`src/rtl/mem_response_unit.sv`:
```
// Responder for the CPU instruction/data request handshake: arbitrates fetches and
// data accesses onto one variable-latency RAM port and returns one-cycle hit pulses.
//
// state | meaning
// IDLE  | no access outstanding, grant decision made here
// IACC  | instruction fetch on the RAM port
// DACC  | data read or write on the RAM port
// IDONE | ihit pulse cycle
// DDONE | dhit pulse cycle
module mem_response_unit #(
    parameter int ADDR_W  = 32,
    parameter int DATA_W  = 32,
    parameter int TIMEOUT = 64
) (
    input  logic              CLK,
    input  logic              RST,
    input  logic              iREN,
    input  logic [ADDR_W-1:0] iaddr,
    output logic              ihit,
    output logic [DATA_W-1:0] iload,
    input  logic              dREN,
    input  logic              dWEN,
    input  logic [ADDR_W-1:0] daddr,
    input  logic [DATA_W-1:0] dstore,
    output logic              dhit,
    output logic [DATA_W-1:0] dload,
    output logic              ramREN,
    output logic              ramWEN,
    output logic [ADDR_W-1:0] ramaddr,
    output logic [DATA_W-1:0] ramstore,
    input  logic [DATA_W-1:0] ramload,
    input  logic              ram_ready,
    output logic              err
);

    localparam int CNT_W = $clog2(TIMEOUT + 1);
    localparam logic [CNT_W-1:0] CNT_LAST = CNT_W'(TIMEOUT - 1);

    typedef enum logic [2:0] {IDLE, IACC, DACC, IDONE, DDONE} state_t;

    state_t           state;
    logic             last_grant;   // 1 = data side was granted last
    logic             acc_wr;
    logic [CNT_W-1:0] cnt;
    logic             d_pend;
    logic             grant_d;
    logic             d_still;

    always_comb begin
        d_pend  = dREN | dWEN;
        grant_d = d_pend & (~iREN | ~last_grant);
        d_still = acc_wr ? dWEN : dREN;
    end

    always_ff @(posedge CLK) begin
        if (RST) begin
            state      <= IDLE;
            ihit       <= 1'b0;
            dhit       <= 1'b0;
            ramREN     <= 1'b0;
            ramWEN     <= 1'b0;
            err        <= 1'b0;
            iload      <= '0;
            dload      <= '0;
            ramaddr    <= '0;
            ramstore   <= '0;
            last_grant <= 1'b0;
            acc_wr     <= 1'b0;
            cnt        <= '0;
        end else begin
            ihit <= 1'b0;
            dhit <= 1'b0;
            case (state)
                IDLE: begin
                    if (grant_d) begin
                        state      <= DACC;
                        last_grant <= 1'b1;
                        acc_wr     <= dWEN;
                        ramWEN     <= dWEN;
                        ramREN     <= ~dWEN;
                        ramaddr    <= daddr;
                        ramstore   <= dstore;
                        cnt        <= '0;
                        if (dREN && dWEN) err <= 1'b1;
                    end else if (iREN) begin
                        state      <= IACC;
                        last_grant <= 1'b0;
                        acc_wr     <= 1'b0;
                        ramREN     <= 1'b1;
                        ramWEN     <= 1'b0;
                        ramaddr    <= iaddr;
                        cnt        <= '0;
                    end
                end
                IACC: begin
                    if (ram_ready) begin
                        ramREN <= 1'b0;
                        if (iREN) begin
                            iload <= ramload;
                            ihit  <= 1'b1;
                            state <= IDONE;
                        end else begin
                            state <= IDLE;
                        end
                    end else if (cnt == CNT_LAST) begin
                        err    <= 1'b1;
                        ramREN <= 1'b0;
                        state  <= IDLE;
                    end else begin
                        cnt <= cnt + 1'b1;
                    end
                end
                DACC: begin
                    if (ram_ready) begin
                        ramREN <= 1'b0;
                        ramWEN <= 1'b0;
                        if (!acc_wr) dload <= ramload;
                        if (d_still) begin
                            dhit  <= 1'b1;
                            state <= DDONE;
                        end else begin
                            state <= IDLE;
                        end
                    end else if (cnt == CNT_LAST) begin
                        err    <= 1'b1;
                        ramREN <= 1'b0;
                        ramWEN <= 1'b0;
                        state  <= IDLE;
                    end else begin
                        cnt <= cnt + 1'b1;
                    end
                end
                IDONE, DDONE: state <= IDLE;
                default:      state <= IDLE;
            endcase
        end
    end

endmodule
```
`config.mk`:
```
export PLATFORM = sky130hd
export DESIGN_NAME = mem_response_unit
export DESIGN_NICKNAME = d
export VERILOG_FILES = /design/src/rtl/mem_response_unit.sv
export SDC_FILE = /design/constraint.sdc
export NUM_CORES = 1
export LEC_CHECK = 0
export CAP_MARGIN = 20
export CORE_MARGIN = 3
export CORE_UTILIZATION = 37
export CTS_CLUSTER_SIZE = 14
export DETAILED_ROUTE_END_ITERATION = 7
export GPL_ROUTABILITY_DRIVEN = 0
export GPL_TIMING_DRIVEN = 0
export HOLD_SLACK_MARGIN = 0.02
export PLACE_DENSITY = 0.74
export SYNTH_ARGS = -nofsm -noshare
export SYNTH_HDL_FRONTEND = slang
export SYNTH_SLANG_ARGS = --single-unit
```
`constraint.sdc`:
```
create_clock -name CLK -period 1.6 [get_ports CLK]
set_clock_uncertainty 0.15 [all_clocks]
set_input_delay 0.32 -clock CLK [delete_from_list [all_inputs] [get_ports CLK]]
set_output_delay 0.32 -clock CLK [all_outputs]
set_load 0.02 [all_outputs]
```
* Word level (Yosys, flattened, before mapping)
Index checks and enable logic that the tools add are counted.
** Storage, ports and cells
- Register bits after elaboration :: 145
- Bits in latches :: 0
- RAM bits :: 0
- Bits in read-only memories :: 0
- Input bits :: 134
- Output and inout port bits :: 133
- Logic and storage cells :: 83
- Memories :: 0
** Operators by class
- $add $sub $neg :: 1
- Multiply operators :: 0
- Divide/modulo/power cells :: 0
- Order comparisons :: 0
- Eq/ne operators :: 11
- Shift-type cells :: 0
- Multiplexer cells :: 32
- Bitwise logic cells :: 10
- Reductions and logical operators :: 16
** Operators by type and width (count)
- 32-bit 2-to-1 mux :: 2
- 7-bit 2-to-1 mux :: 4
- 3-bit 2-to-1 mux :: 6
- 1-bit 2-to-1 mux :: 14
- 7-bit one-hot mux with 2 select lines :: 1
- 3-bit AND reduction :: 4
- 3-bit one-hot mux with 3 select lines :: 1
- 2-bit != test (second input constant) :: 4
- 7-bit by 1-bit adder with 7-bit output (second input constant) :: 1
- 7-bit by 6-bit equality test with 1-bit output (second input constant) :: 1
- 1-bit inverter :: 7
- 3-bit != test (second input constant) :: 2
- 1-bit one-hot mux with 2 select lines :: 3
- 2-bit nonzero test :: 3
- 3-bit OR reduction :: 2
- 5-bit AND reduction :: 1
- 2-bit AND reduction :: 2
- 4-bit AND reduction :: 1
- 3-bit by 1-bit equality test with 1-bit output (second input constant) :: 1
- 3-bit by 2-bit equality test with 1-bit output (second input constant) :: 1
- 3-bit zero test :: 1
- 3-bit by 1-bit != test with 1-bit output (second input constant) :: 1
- 2-bit 2-to-1 mux :: 1
- 2-bit by 1-bit != test with 1-bit output (second input constant) :: 1
- other kinds (4) :: 5

* Longest topological paths before layout
- Word-level depth :: 5
- Mapped depth :: 7
- Gate-level depth less buffers :: 5

* Worst setup path before layout
OpenSTA, ideal clock, no wires.
- Path type :: input to register
- Start :: input port dWEN
- End :: register ramaddr[0]
- Library setup time :: 0.146 ns
- Arrival :: 1.423 ns
- Required time :: 1.304 ns
- Path slack :: -0.119 ns
- Stages :: 7
- Path buffers :: 3
- Path through :: or3_1 > buf_2 > and2_1 > buf_6 > buf_2 > nor2_1 > a211oi_2
** On the way
- Longest elaborated chain between the ends :: 4
- Elaborated cells on any way between the ends :: 5
- Those cells by class :: 1 x mux; 2 x bitwise; 2 x reduce/logical
** RTL lines
- start, declared :: line 22 : input logic dWEN,
- 1-bit bitwise OR * :: line 50 : d_pend = dREN | dWEN;
- 1-bit bitwise AND * :: line 51 : grant_d = d_pend & (~iREN | ~last_grant);
- 2-bit nonzero test (no source line)
- 2-bit AND reduction (no source line)
- end signal, assigned :: line 81 : ramaddr <= daddr;
- end signal, assigned :: line 91 : ramaddr <= iaddr;
- end, declared :: line 29 : output logic [ADDR_W-1:0] ramaddr,
Mark *: on every way between the ends. The rest lies on a longest branch, timed or not.
A chain may end at the register's enable or synchronous reset.

* Worst setup path after layout
- Start :: register state[0]
- End :: register state[0]
** On the way
- Longest elaborated chain between the ends :: 3
- Elaborated cells on any way between the ends :: 8
- Those cells by class :: 3 x eq/ne; 4 x mux; 1 x reduce/logical
** RTL lines
- start, declared :: line 41 : state_t state;
- start signal, assigned :: line 57 : state <= IDLE;
- start signal, assigned :: line 76 : state <= DACC;
- start signal, assigned :: line 86 : state <= IACC;
- 3-bit 2-to-1 mux
- 3-bit 2-to-1 mux, on equally long branches
- 3-bit one-hot mux with 3 select lines :: line 73 : case (state)
Several ways; a longest one is shown, not always the timed one.

==> results.md <==
* Ports at 267
* Internal power consumption at 8.74 mW
* Sequential power share at between 30% and 40%
* Metal2 WL at 10.2 mm
* Floorplan Core Area at about 0.015 mm2
* Switching Power at a little under 4 mW
* Clock insertion delay at the later pin of the skew report at between 0.4 and 0.5 ns
* Initial core utilization at 38.6%
* Met1 Routed Length at 8.26 mm
* Syn Std Cell Area at 0.00573 mm2
* CP dominant cell by count: sky130_fd_sc_hd__buf_4
* Dominant cell type by area after synthesis: sky130_fd_sc_hd__dfxtp_1
* Maximum buffer depth of the clock tree at 2
* Hold Path Cell Cnt at 3
* Leakage at 4.25 nW
* Number of antenna violations at the first check in global routing at 1
* Buffer type at the clock tree root: sky130_fd_sc_hd__clkbuf_16
* Cell count after placement at around 1100
* Worst Hold Margin at 0.138 ns
* Synth Flop Type: sky130_fd_sc_hd__dfxtp_1
* Utilization of the core after routing at 68.4%
* Die H at 130 um
* Slowest cell on crit path: sky130_fd_sc_hd__dfxtp_2
* Switching power as a share of total power at ~31%
* Final-report setup violation count at 56
* Top post-synthesis cells by count: 206 x sky130_fd_sc_hd__nand2_1, 145 x sky130_fd_sc_hd__dfxtp_1, 100 x sky130_fd_sc_hd__a21oi_1, 39 x sky130_fd_sc_hd__nor2_1, 35 x sky130_fd_sc_hd__mux2i_1
* Iteration-0 DRC count of the detailed router at 300
* Placement Rows at 44
* Peak supply drop at 0.981 mV
* Half-perimeter wire length of the detailed placement result at 13.9 mm
* Crit path cell chain: buf_4 > a21oi_4 > buf_4 > o311ai_2 > nor4_1
* Sort of element at the start of the critical path: flop
* CTS tree: done
* Global route total overflow at 0
* Via/cell ratio at 5.00
* Top metal layer carrying routed signals: met4
* Storage element area at 0.00291 mm2
* PnR worst setup slack at -0.0825 ns
* Critical Path End Type: flop
* Share of the clock period used by the worst path after layout at 105%
* Violations in the final reports: setup timing
* Max-cap violations at 0
* Die area at 0.0170 mm2
* Path category of the worst min-delay check: input pin to flop
* Setup TNS at -1.92 ns
* Post-synth EDFFs at 0
* Detailed-route via count at 5897
* Largest driver fanout on the critical path at 10
* Time the worst path needs with I/O delays and setup at 1.68 ns
* Category of the most critical setup path: flop to flop
* Worst r2r path cells at 5
* Register area share after synthesis at 50.6%
* DRC at 0
* Global-route usage over all layers at 22.7%
* Result of the run: complete, but fails checks
* Final Non-Filler Cells at 1180
* Via count of the first global-routing pass at a little under 6000
* Critical path depth in cells at 5
* Clock transition at the registers of the reported paths at 0.06 ns
* Number of pins with negative max-slew slack in the final report at 0
* Yosys warns at 0
* Ranking of synthesized cells by area: sky130_fd_sc_hd__dfxtp_1 51%, sky130_fd_sc_hd__nand2_1 13%, sky130_fd_sc_hd__a21oi_1 8.7%
* Worst path top cell family by delay: compound AO/OA/AOI/OAI gates
* Number of different library cells in the post-synthesis netlist at 49
* Number of antenna-violating nets in the routed design at 0
* Setup repair after global routing missed its margin: yes
* Post-synthesis area per instance at 8.69 um2
* Wirelength per Cell at 17.2 um
* Area grow syn2layout at 77.3%
* Cell count after synthesis at 660
* Yosys top cell area share at 50.6%
* Count of nets after finishing at 1117
* Total iterations of the first detailed-routing run at 4
* Number of nets in the synthesized netlist at 795
* Length of routed met3 wiring at 1.39 mm
* Combinational power share at 32.9%
* # fillers at 1228
* Number of storage elements in the synthesis netlist at 145
* Power Density at 1250 mW/mm2
* Most common cell in the synthesized netlist: sky130_fd_sc_hd__nand2_1
* H-Tree Level Count at 4
* Worst-case setup slack after placement at -1.06 ns
* Maximum number of pins on one net before global-route repair at 17
* Wire length of the first global-routing pass at 30.2 mm
* Share of power burned in the clock network at around 34%
* Area used by multi-input combinational logic at approximately 0.003 mm2
* Buffering stage count on the worst path with inverters included at 2
* Final Hold Vio Count at 0
* Fraction of layout instances using a drive strength above 1 at around a quarter
* Longest individual stage delay on the worst path at 0.36 ns
* Number of buffers created by CTS at 17
* Max transition margin at 60.4%
* Worst Max-Slew Pin Slew at 0.595 ns
* Required time of the critical path at 1.74 ns
* Number of sinks on the clock net at 145
* DIE WIDTH at around 130 um
* Final Routed Wirelength at 20.3 mm
* # port buffers at around 270
* Worst path arrival time at 1.82 ns
* Achievable frequency at between 500 and 600 MHz
* Share of synthesized flip-flops with an asynchronous set or reset at 0%
tightest hold or removal path, delay by kind of cell:
family / cells / cell delay [ns]
multiplexers: 1 / 0.09
AND/OR/NAND/NOR: 1 / 0.12
buffers and inverters: 1 / 0.12
registers in the layout, indices dropped and copies added, names as in the netlist, 3 cells and up:
register / count
ramstore: 32
state: 3
ramaddr: 32
cnt: 7
iload: 32
dload: 32
per-layer routing:
metal | vias up | global-route usage (%)
met5 | - | 0
met4 | 0 | 8.65
met3 | 26 | 7.85
met2 | 184 | 37.0
met1 | 2800 | 27.8
li1 | 2887 | -
power by group through the flow:
stage | Combinational, mW | Clock, mW | Sequential, mW
after floorplan | 1.38 | 0 | 4.75
after global placement | 3.29 | 0 | 4.30
after detailed placement | 3.31 | 0 | 4.31
after CTS | 3.90 | 4.31 | 4.23
after global routing | 4.48 | 4.45 | 4.30
final | 4.18 | 4.25 | 4.26
repair_timing:
action                     in CTS  in global routing
gates resized for setup       269                185
setup buffers                  27                  9
pin swaps                      14                 49
hold buffers                    0                  0
setup endpoints to repair     278                209
cloned                          4                  3
metrics by stage:
| step | total power [mW] | instance area [um2] |
|---|---|---|
| 2_1_floorplan | 6.14 | 5800 |
| 3_3_place_gp | 7.59 | 8690 |
| 3_5_place_dp | 7.62 | 8690 |
| 4_1_cts | 12.4 | 9830 |
| 5_1_grt | 13.2 | 10200 |
| 6_report | 12.7 | 10200 |
cells by family (layout without fill, tap and decap cells):
logic type / after synthesis / count (layout) / share of synthesized area [%]
buffers and inverters: 52 / 387 / 4.36
other: 0 / 1 / 0
and+or+nand+nor: 270 / 270 / 19.2
xor gates and xnor gates: 1 / 1 / 0.153
adders and majority gates: 1 / 1 / 0.218
muxes: 35 / 35 / 6.11
DFF: 145 / 145 / 50.6
AOI/OAI and AO/OA: 156 / 156 / 19.3
worst paths after layout:
check / startpoint / to / slack (ns)
hold reg to reg: dload[27] / dload[27] / 0.30
setup reg to reg: state[0] / state[0] / -0.08
setup / recovery: state[0] / state[0] / -0.08
hold / removal: dREN / dhit / 0.14
placed cells by master (no fill, tap or decap), types with 13 or more instances in the layout:
cell,netlist,routed
sky130_fd_sc_hd__nand2_4,0,13
sky130_fd_sc_hd__a21oi_1,100,77
sky130_fd_sc_hd__clkbuf_16,0,19
sky130_fd_sc_hd__a21oi_2,1,23
sky130_fd_sc_hd__clkdlybuf4s50_1,0,129
sky130_fd_sc_hd__a211oi_2,30,31
sky130_fd_sc_hd__buf_6,4,19
sky130_fd_sc_hd__nor2_2,0,15
sky130_fd_sc_hd__dfxtp_1,145,141
sky130_fd_sc_hd__dlygate4sd2_1,0,60
sky130_fd_sc_hd__clkdlybuf4s15_1,0,51
sky130_fd_sc_hd__buf_4,1,34
sky130_fd_sc_hd__mux2i_1,35,35
sky130_fd_sc_hd__nand2_1,206,184
sky130_fd_sc_hd__clkbuf_2,0,28
sky130_fd_sc_hd__nor2_1,39,16
cell type report:
type / instances / share of cell area, %
Antenna cell: 1 / 0.0246
Buffer: 45 / 4.33
Clock buffer: 19 / 4.45
Clock inverter: 13 / 1.80
Inverter: 3 / 0.111
Multi-Input combinational cell: 463 / 29.5
Sequential cell: 145 / 28.6
Tap cell: 184 / 2.26
Timing Repair Buffer: 307 / 28.9
Note: power is estimated with default switching activity, not from simulation.
